--- src/rtl/field_sequencer.sv ---
// Field nibble sequencer: decodes a register field code into a nibble range and issues
// one nibble index per consumer ack. Define FIELD_SEQ_REVERSE_EN to honour dir.
module field_sequencer #(
  parameter int NIBBLES = 16
) (
  input  logic       clk,
  input  logic       rst_n,
  input  logic       start,
  input  logic [3:0] field,
  input  logic [3:0] p_reg,
  input  logic       dir,
  input  logic       abort,
  input  logic       nib_ack,
  output logic       ready,
  output logic       nib_valid,
  output logic [3:0] nib_idx,
  output logic       nib_first,
  output logic       nib_last,
  output logic [3:0] mask_start,
  output logic [3:0] mask_width,
  output logic       done,
  output logic       err
);

  localparam logic [3:0] TOP = 4'(NIBBLES - 1);

  typedef enum logic [1:0] {IDLE, RUN, DONE, ERR} state_t;

  typedef struct packed {
    logic       legal;
    logic [3:0] lo;
    logic [3:0] hi;
  } span_t;

  function automatic span_t decode_field(input logic [3:0] f, input logic [3:0] p);
    span_t s;
    s.legal = 1'b1;
    s.lo    = 4'd0;
    s.hi    = 4'd0;
    case (f)
      4'd0: begin s.lo = p; s.hi = p; end
      4'd1: s.hi = p;
      4'd2: begin s.lo = 4'd2; s.hi = 4'd2; end
      4'd3: s.hi = 4'd2;
      4'd4: begin s.lo = TOP; s.hi = TOP; end
      4'd5: begin s.lo = 4'd3; s.hi = TOP - 4'd1; end
      4'd6: s.hi = 4'd1;
      4'd7: s.hi = TOP;
      4'd8: s.hi = 4'd4;
      default: s.legal = 1'b0;
    endcase
    return s;
  endfunction

  state_t     state_q, state_d;
  span_t      span;
  logic [3:0] idx_q, end_q, idx_step;
  logic       first_q, load, advance, at_end;

`ifdef FIELD_SEQ_REVERSE_EN
  logic       dir_q;
  assign idx_step = dir_q ? idx_q - 4'd1 : idx_q + 4'd1;
`else
  logic       unused_dir;
  assign unused_dir = dir;
  assign idx_step   = idx_q + 4'd1;
`endif

  assign span   = decode_field(field, p_reg);
  assign at_end = (idx_q == end_q);

  always_ff @(posedge clk or negedge rst_n) begin
    if (!rst_n) state_q <= IDLE;
    else        state_q <= state_d;
  end

  always_comb begin
    state_d   = state_q;
    load      = 1'b0;
    advance   = 1'b0;
    ready     = 1'b0;
    nib_valid = 1'b0;
    nib_first = 1'b0;
    nib_last  = 1'b0;
    done      = 1'b0;
    err       = 1'b0;
    case (state_q)
      IDLE: begin
        ready = 1'b1;
        if (start) begin
          if (span.legal) begin
            state_d = RUN;
            load    = 1'b1;
          end else begin
            state_d = ERR;
          end
        end
      end
      RUN: begin
        nib_valid = 1'b1;
        nib_first = first_q;
        nib_last  = at_end;
        // abort wins over a simultaneous ack
        if (abort) begin
          state_d = IDLE;
        end else if (nib_ack) begin
          if (at_end) state_d = DONE;
          else        advance = 1'b1;
        end
      end
      DONE: begin
        done    = 1'b1;
        state_d = IDLE;
      end
      ERR: begin
        err     = 1'b1;
        state_d = IDLE;
      end
      default: state_d = IDLE;
    endcase
  end

  always_ff @(posedge clk or negedge rst_n) begin
    if (!rst_n) begin
      idx_q      <= 4'd0;
      end_q      <= 4'd0;
      first_q    <= 1'b0;
      mask_start <= 4'd0;
      mask_width <= 4'd0;
`ifdef FIELD_SEQ_REVERSE_EN
      dir_q      <= 1'b0;
`endif
    end else if (load) begin
      mask_start <= span.lo;
      mask_width <= span.hi - span.lo;
      first_q    <= 1'b1;
`ifdef FIELD_SEQ_REVERSE_EN
      dir_q      <= dir;
      idx_q      <= dir ? span.hi : span.lo;
      end_q      <= dir ? span.lo : span.hi;
`else
      idx_q      <= span.lo;
      end_q      <= span.hi;
`endif
    end else if (advance) begin
      idx_q   <= idx_step;
      first_q <= 1'b0;
    end
  end

  assign nib_idx = idx_q;

endmodule

--- config.mk ---
export PLATFORM = sky130hd
export DESIGN_NAME = field_sequencer
export DESIGN_NICKNAME = d
export VERILOG_FILES = /design/src/rtl/field_sequencer.sv
export SDC_FILE = /design/constraint.sdc
export NUM_CORES = 1
export LEC_CHECK = 0
export BUFFER_PORTS_ARGS = -buffer_cell sky130_fd_sc_hd__buf_2
export CORE_MARGIN = 2
export CORE_UTILIZATION = 54
export CTS_CLUSTER_SIZE = 14
export DETAILED_ROUTE_END_ITERATION = 10
export PLACE_DENSITY = 0.84
export SETUP_SLACK_MARGIN = 0.2
export SLEW_MARGIN = 20
export SYNTH_ARGS = -nofsm -noshare
export SYNTH_HDL_FRONTEND = slang
export SYNTH_SLANG_ARGS = --single-unit
--- constraint.sdc ---
create_clock -name clk -period 3.1 [get_ports clk]
set_clock_uncertainty 0.15 [all_clocks]
set_input_delay 0.155 -clock clk [delete_from_list [all_inputs] [get_ports clk]]
set_output_delay 0.155 -clock clk [all_outputs]
set_load 0.01 [all_outputs]
Yosys cells after proc, flatten, opt, wreduce, memory -nomap -nowiden
Index checks and enable logic that the tools add are counted.
Widths: inputs -> output; s select.
{"block": "word_totals", "reg_bits": 19, "input_bits": 14}
{"block": "classes", "n_addsub": 2, "eq_ne": 15, "n_mux": 26, "n_reduce_logical": 9}
{"cell": "$pmux 4 s6", "count": 1}
{"cell": "$eq 4x3->1 const B", "count": 4}
{"cell": "$mux 1", "count": 16}
{"cell": "$pmux 4 s4", "count": 1}
{"cell": "$mux 2", "count": 5}
{"cell": "$reduce_or 9->1", "count": 1}
{"cell": "$eq 4x2->1 const B", "count": 2}
{"cell": "$mux 4", "count": 2}
{"cell": "$reduce_or 2->1", "count": 4}
{"cell": "$ne 3x3->1 const B", "count": 2}
{"cell": "$pmux 2 s3", "count": 1}
{"cell": "$add 4x1->4 const B", "count": 1}
{"cell": "$eq 2x2->1 const B", "count": 2}
{"cell": "$eq 4x1->1 const B", "count": 1}
{"cell": "$eq 4x4->1", "count": 1}
{"cell": "$eq 4x4->1 const B", "count": 1}
{"cell": "$logic_not 4->1", "count": 1}
{"cell": "$sub 4x4->4", "count": 1}
{"cell": "$reduce_and 3->1", "count": 1}
{"cell": "$eq 2x1->1 const B", "count": 1}
{"cell": "$logic_not 2->1", "count": 1}
{"cell": "$ne 2x2->1 const B", "count": 1}
{"cell": "$reduce_bool 2->1", "count": 1}

Depth between registers and ports, before layout
{"block": "logic_depth", "depth_word": 7, "depth_mapped": 9}

Least setup slack after synthesis
No wires, ideal clock.
{"block": "synth_timing", "path_kind": "in2reg", "from": "input port field[1]", "to": "register mask_width[3]", "t_arrival_ns": 1.974, "setup_slack_ns": 0.906, "stages": 8, "path_cell_list": "clkbuf_1 -> nor3_1 -> a311oi_1 -> ha_1 -> nor2b_1 -> o21a_1 -> a2111o_1 -> nand3_1"}
{"element": "start: declaration", "line_no": "9", "text": "input logic [3:0] field,"}
{"element": "end signal: assignment", "line_no": "135", "text": "mask_width <= span.hi - span.lo;"}
{"element": "end: declaration", "line_no": "20", "text": "output logic [3:0] mask_width,"}

Final worst setup path
{"block": "layout_timing", "from": "register idx_q[1], in the netlist nib_idx[1]", "to": "register idx_q[3], in the netlist nib_idx[3]"}
{"block": "layout_between", "elab_chain_cells": 6}
{"element": "start: declaration", "line_no": "57", "text": "logic [3:0] idx_q, end_q, idx_step;"}
{"element": "start signal: assignment", "line_no": "142", "text": "idx_q <= span.lo;"}
{"element": "start signal: assignment", "line_no": "146", "text": "idx_q <= idx_step;"}
{"element": "$eq 4x4->1", "line_no": "70", "text": "assign at_end = (idx_q == end_q);"}
{"element": "$mux 1", "line_no": "107", "text": "if (at_end) state_d = DONE;"}
{"element": "$mux 1", "line_no": "106", "text": "end else if (nib_ack) begin"}
{"element": "$mux 1", "line_no": "104", "text": "if (abort) begin"}
{"element": "$mux 1", "line_no": "87", "text": "case (state_q)"}
{"element": "$reduce_bool 2->1 (no source line)"}
Several ways; a longest one is shown, not always the timed one. The select of a mux whose other input is x is not followed.
A chain may end at the register's enable or synchronous reset.

==> key figures <==
Outcome
  – Status: completed

Setup path
  – Worst endpoint required time: 3.14 ns
  – Worst reg2reg path endpoint: nib_idx[3]
  – Critical Path Start: nib_idx[1]
  – CP Launch Type: flop
  – Slowest-stage cell, CP: o41ai_4
  – R2R cell count: 4
  – Crit path max fanout: 8
  – Crit path cell chain: xor2_1, o41ai_4, mux2_2, a211o_1
  – Setup slack, reg-to-reg: 0.91 ns
  – Setup CP Type: flop to flop
  – Worst path max stage delay: 0.58 ns
  – Crit end category: flop
  – Reg2reg start: nib_idx[1]
  – Arrival time at the worst endpoint: 2.23 ns
  – CP Capture Point: nib_idx[3]

Synth
  – Top-count cell post-synth: dfrtp_1
  – Commonest register cell after synthesis: dfrtp_1
  – Share of flip-flops with an asynchronous set or reset: 100.0%
  – Post-Synthesis Cells: 121
  – Yosys reg bits: 19
  – Synth Area in Compound Gates: 22.84%
  – Cell taking the most area after synthesis: dfrtp_1
  – Syn. warnings: 0
  – Post-synthesis mux area share: 1.885%
  – Largest family of logic cells by synthesized area: compound AO/OA/AOI/OAI gates
  – Yosys cell types: 37
  – Synthesized area: 1129 sq um
  – Syn_nets: 140
  – Synth top area share: 42.13%
  – Synth Area in Adders: 6.208%
  – EDFF count, synth: 0
  – Most frequent cells after synthesis: dfrtp_1, nand2_1, nor2_1
  – Synthesized area per cell: 9.327 sq um
  – Synth Area in XOR/XNOR: 3.880%
  – Synth Area in Simple Gates: 19.96%
  – Synth top area cells: dfrtp_1, nand2_1, ha_1
  – Seq/Total Area, Yosys: 42.13%

Routing
  – Post-route DRC violation count: 0
  – Routed WL: 2523 um
  – WL/cell: 14.09 um
  – Via-to-Cell Ratio: 5.631
  – Via count of the routed design: 1008
  – ANT nets after route: 0
  – TritonRoute pass-1 iters: 4
  – Starting DRC count in detailed routing: 20

Timing
  – Fin. Hold Viols: 0
  – Slew @ Worst Pin: 0.6871 ns
  – Setup-failing EPs final: 0
  – Fmax: 456.6 MHz
  – Fin crit share: 70.64%
  – Max-slew violations: 0
  – Worst hold slack: 0.04836 ns
  – Max_slew headroom: 53.89%
  – Min Tclk post-route: 2.190 ns
  – Setup TNS: 0 ns
  – RSZ-0062 raised after global routing: false

Finish
  – Filler Cells Inserted: 173
  – Share of layout cells above drive strength 1: 26.97%
  – Antenna cells: 0
  – Flip-flop and latch area: 475.5 sq um
  – Final nets: 172
  – Area of the multi-input gates: 618.1 sq um
  – Post-route core utilization: 68.49%
  – Syn-to-layout area delta: 19.07%
  – Final non-filler cell total: 179

Global routing
  – Antenna violations before repair: 0
  – Met2 usage: 42.89%
  – Grt total ovfl: 0
  – Grt met1 use: 26.43%
  – Largest net degree at the start of global routing: 24
  – Met3 global-route usage: 3.939%
  – GR peak layer: met2
  – Vias in the first global route: 1014
  – Global-route wire length before repair: 4319 um
  – Total track usage: 23.17%

Clock network
  – Post-CTS sizing: 0
  – CTS buffer count: 3
  – Hold buffers post-CTS: 2
  – Clock Pin Slew Worst Setup and Hold Paths: 0.11 ns
  – Clk_lat worst skew: 0.29 ns
  – Postcts setup bufs: 0
  – CTS tree: done
  – Clock Tree Buf Depth: 2
  – Clock sink count: 19
  – CTS Root Cell: clkbuf_4
  – H-tree depth: 1

Flow run
  – Max_cap viols: 0

Die
  – # rows: 16
  – Die height: 49.72 um
  – IO Pins: 32
  – Die ar.: 2472 sq um
  – Initial Utilization: 57.53%
  – Die width: 49.72 um
  – Core area: 1962 sq um

Hold path
  – Hold WC Path Type: primary input to flop

Pwr
  – Leakage: 0.7254 nW
  – PD cells: 770.1 nW/um^2
  – Design Power: 1.035 mW
  – Max VDD drop: 0.5077 mV

Placed design
  – GPL Wtd Cong: 0.8373
  – Inst Count DP: 173
  – I/O Buffers: 30
  – Final HPWL DP: 1874 um
[stage by stage]
stage / worst slack, ns / instance area, sq um
final: 0.9101 / 1344
after global routing: 0.8373 / 1344
after CTS: 0.9077 / 1344
after detailed placement: 0.7638 / 1296
after global placement: 0.8633 / 1296
after floorplan: 0.9062 / 1129
[final cells by class]
class | instances | area share, %
inverters | 3 | 0.8380
repair buffers | 33 | 13.22
clock buffers | 3 | 1.676
flip-flops and latches | 19 | 35.38
multi-input cells | 93 | 46.00
clock inverters | 1 | 0.3724
well taps | 27 | 2.514
[worst max-delay path: cells and delay by family, from the launching register on]
kind / cells / cell delay, ns
xor gates and xnor gates: 1 / 0.20
muxes: 1 / 0.40
AOI/OAI and AO/OA: 2 / 0.87
DFF: 1 / 0.46
[power breakdown]
group          switching (mW)  total, mW  internal (mW)
sequential             0.0870      0.437          0.350
clock                  0.0782      0.126         0.0480
combinational           0.267      0.472          0.205
total                   0.432       1.03          0.603
[cell families after synthesis]
logic type / count (synthesis)
fa+ha+maj: 5
simple gates: 47
buf+inv: 9
xor+xnor: 5
mux: 2
flops: 19
compound gates: 34
[worst min-delay path by stage]
stage,start,endpoint,slack (ns),depth (start not counted)
after global placement,rst_n,first_q,-0.04,1
after detailed placement,rst_n,first_q,-0.02,1
after global routing,abort,state_q[0],0.06,3
after floorplan,rst_n,end_q[0],-0.29,0
after CTS,abort,state_q[0],0.04,3
final,abort,state_q[0],0.05,3
[cells in the final DEF (no fill, tap or decap), drive strengths merged, types with 2 or more instances in the layout]
| cell | count |
|---|---|
| o21a | 2 |
| xor2 | 4 |
| inv | 3 |
| clkbuf | 3 |
| a21oi | 6 |
| and2 | 4 |
| nor2 | 9 |
| dfrtp | 19 |
| nor3 | 5 |
| nand3 | 3 |
| nor2b | 3 |
| nand2 | 18 |
| nor4 | 2 |
| dlygate4sd3 | 2 |
| ha | 4 |
| o21ai | 8 |
| buf | 31 |
| a211o | 3 |
| a21o | 5 |
[sequential cells by signal, indices dropped and copies added, names as in the netlist]
signal	flops
end_q	4
first_q	1
mask_start	4
mask_width	4
nib_idx	4
state_q	2
[metal layers]
| metal | vias up | part of all wire [%] |
|---|---|---|
| met4 | 0 | 1.3 |
| li1 | 490 | - |
| met5 | - | 0 |
| met3 | 4 | 3.7 |
| met2 | 26 | 52 |
| met1 | 488 | 42 |
(Power assumes the default switching activity.)
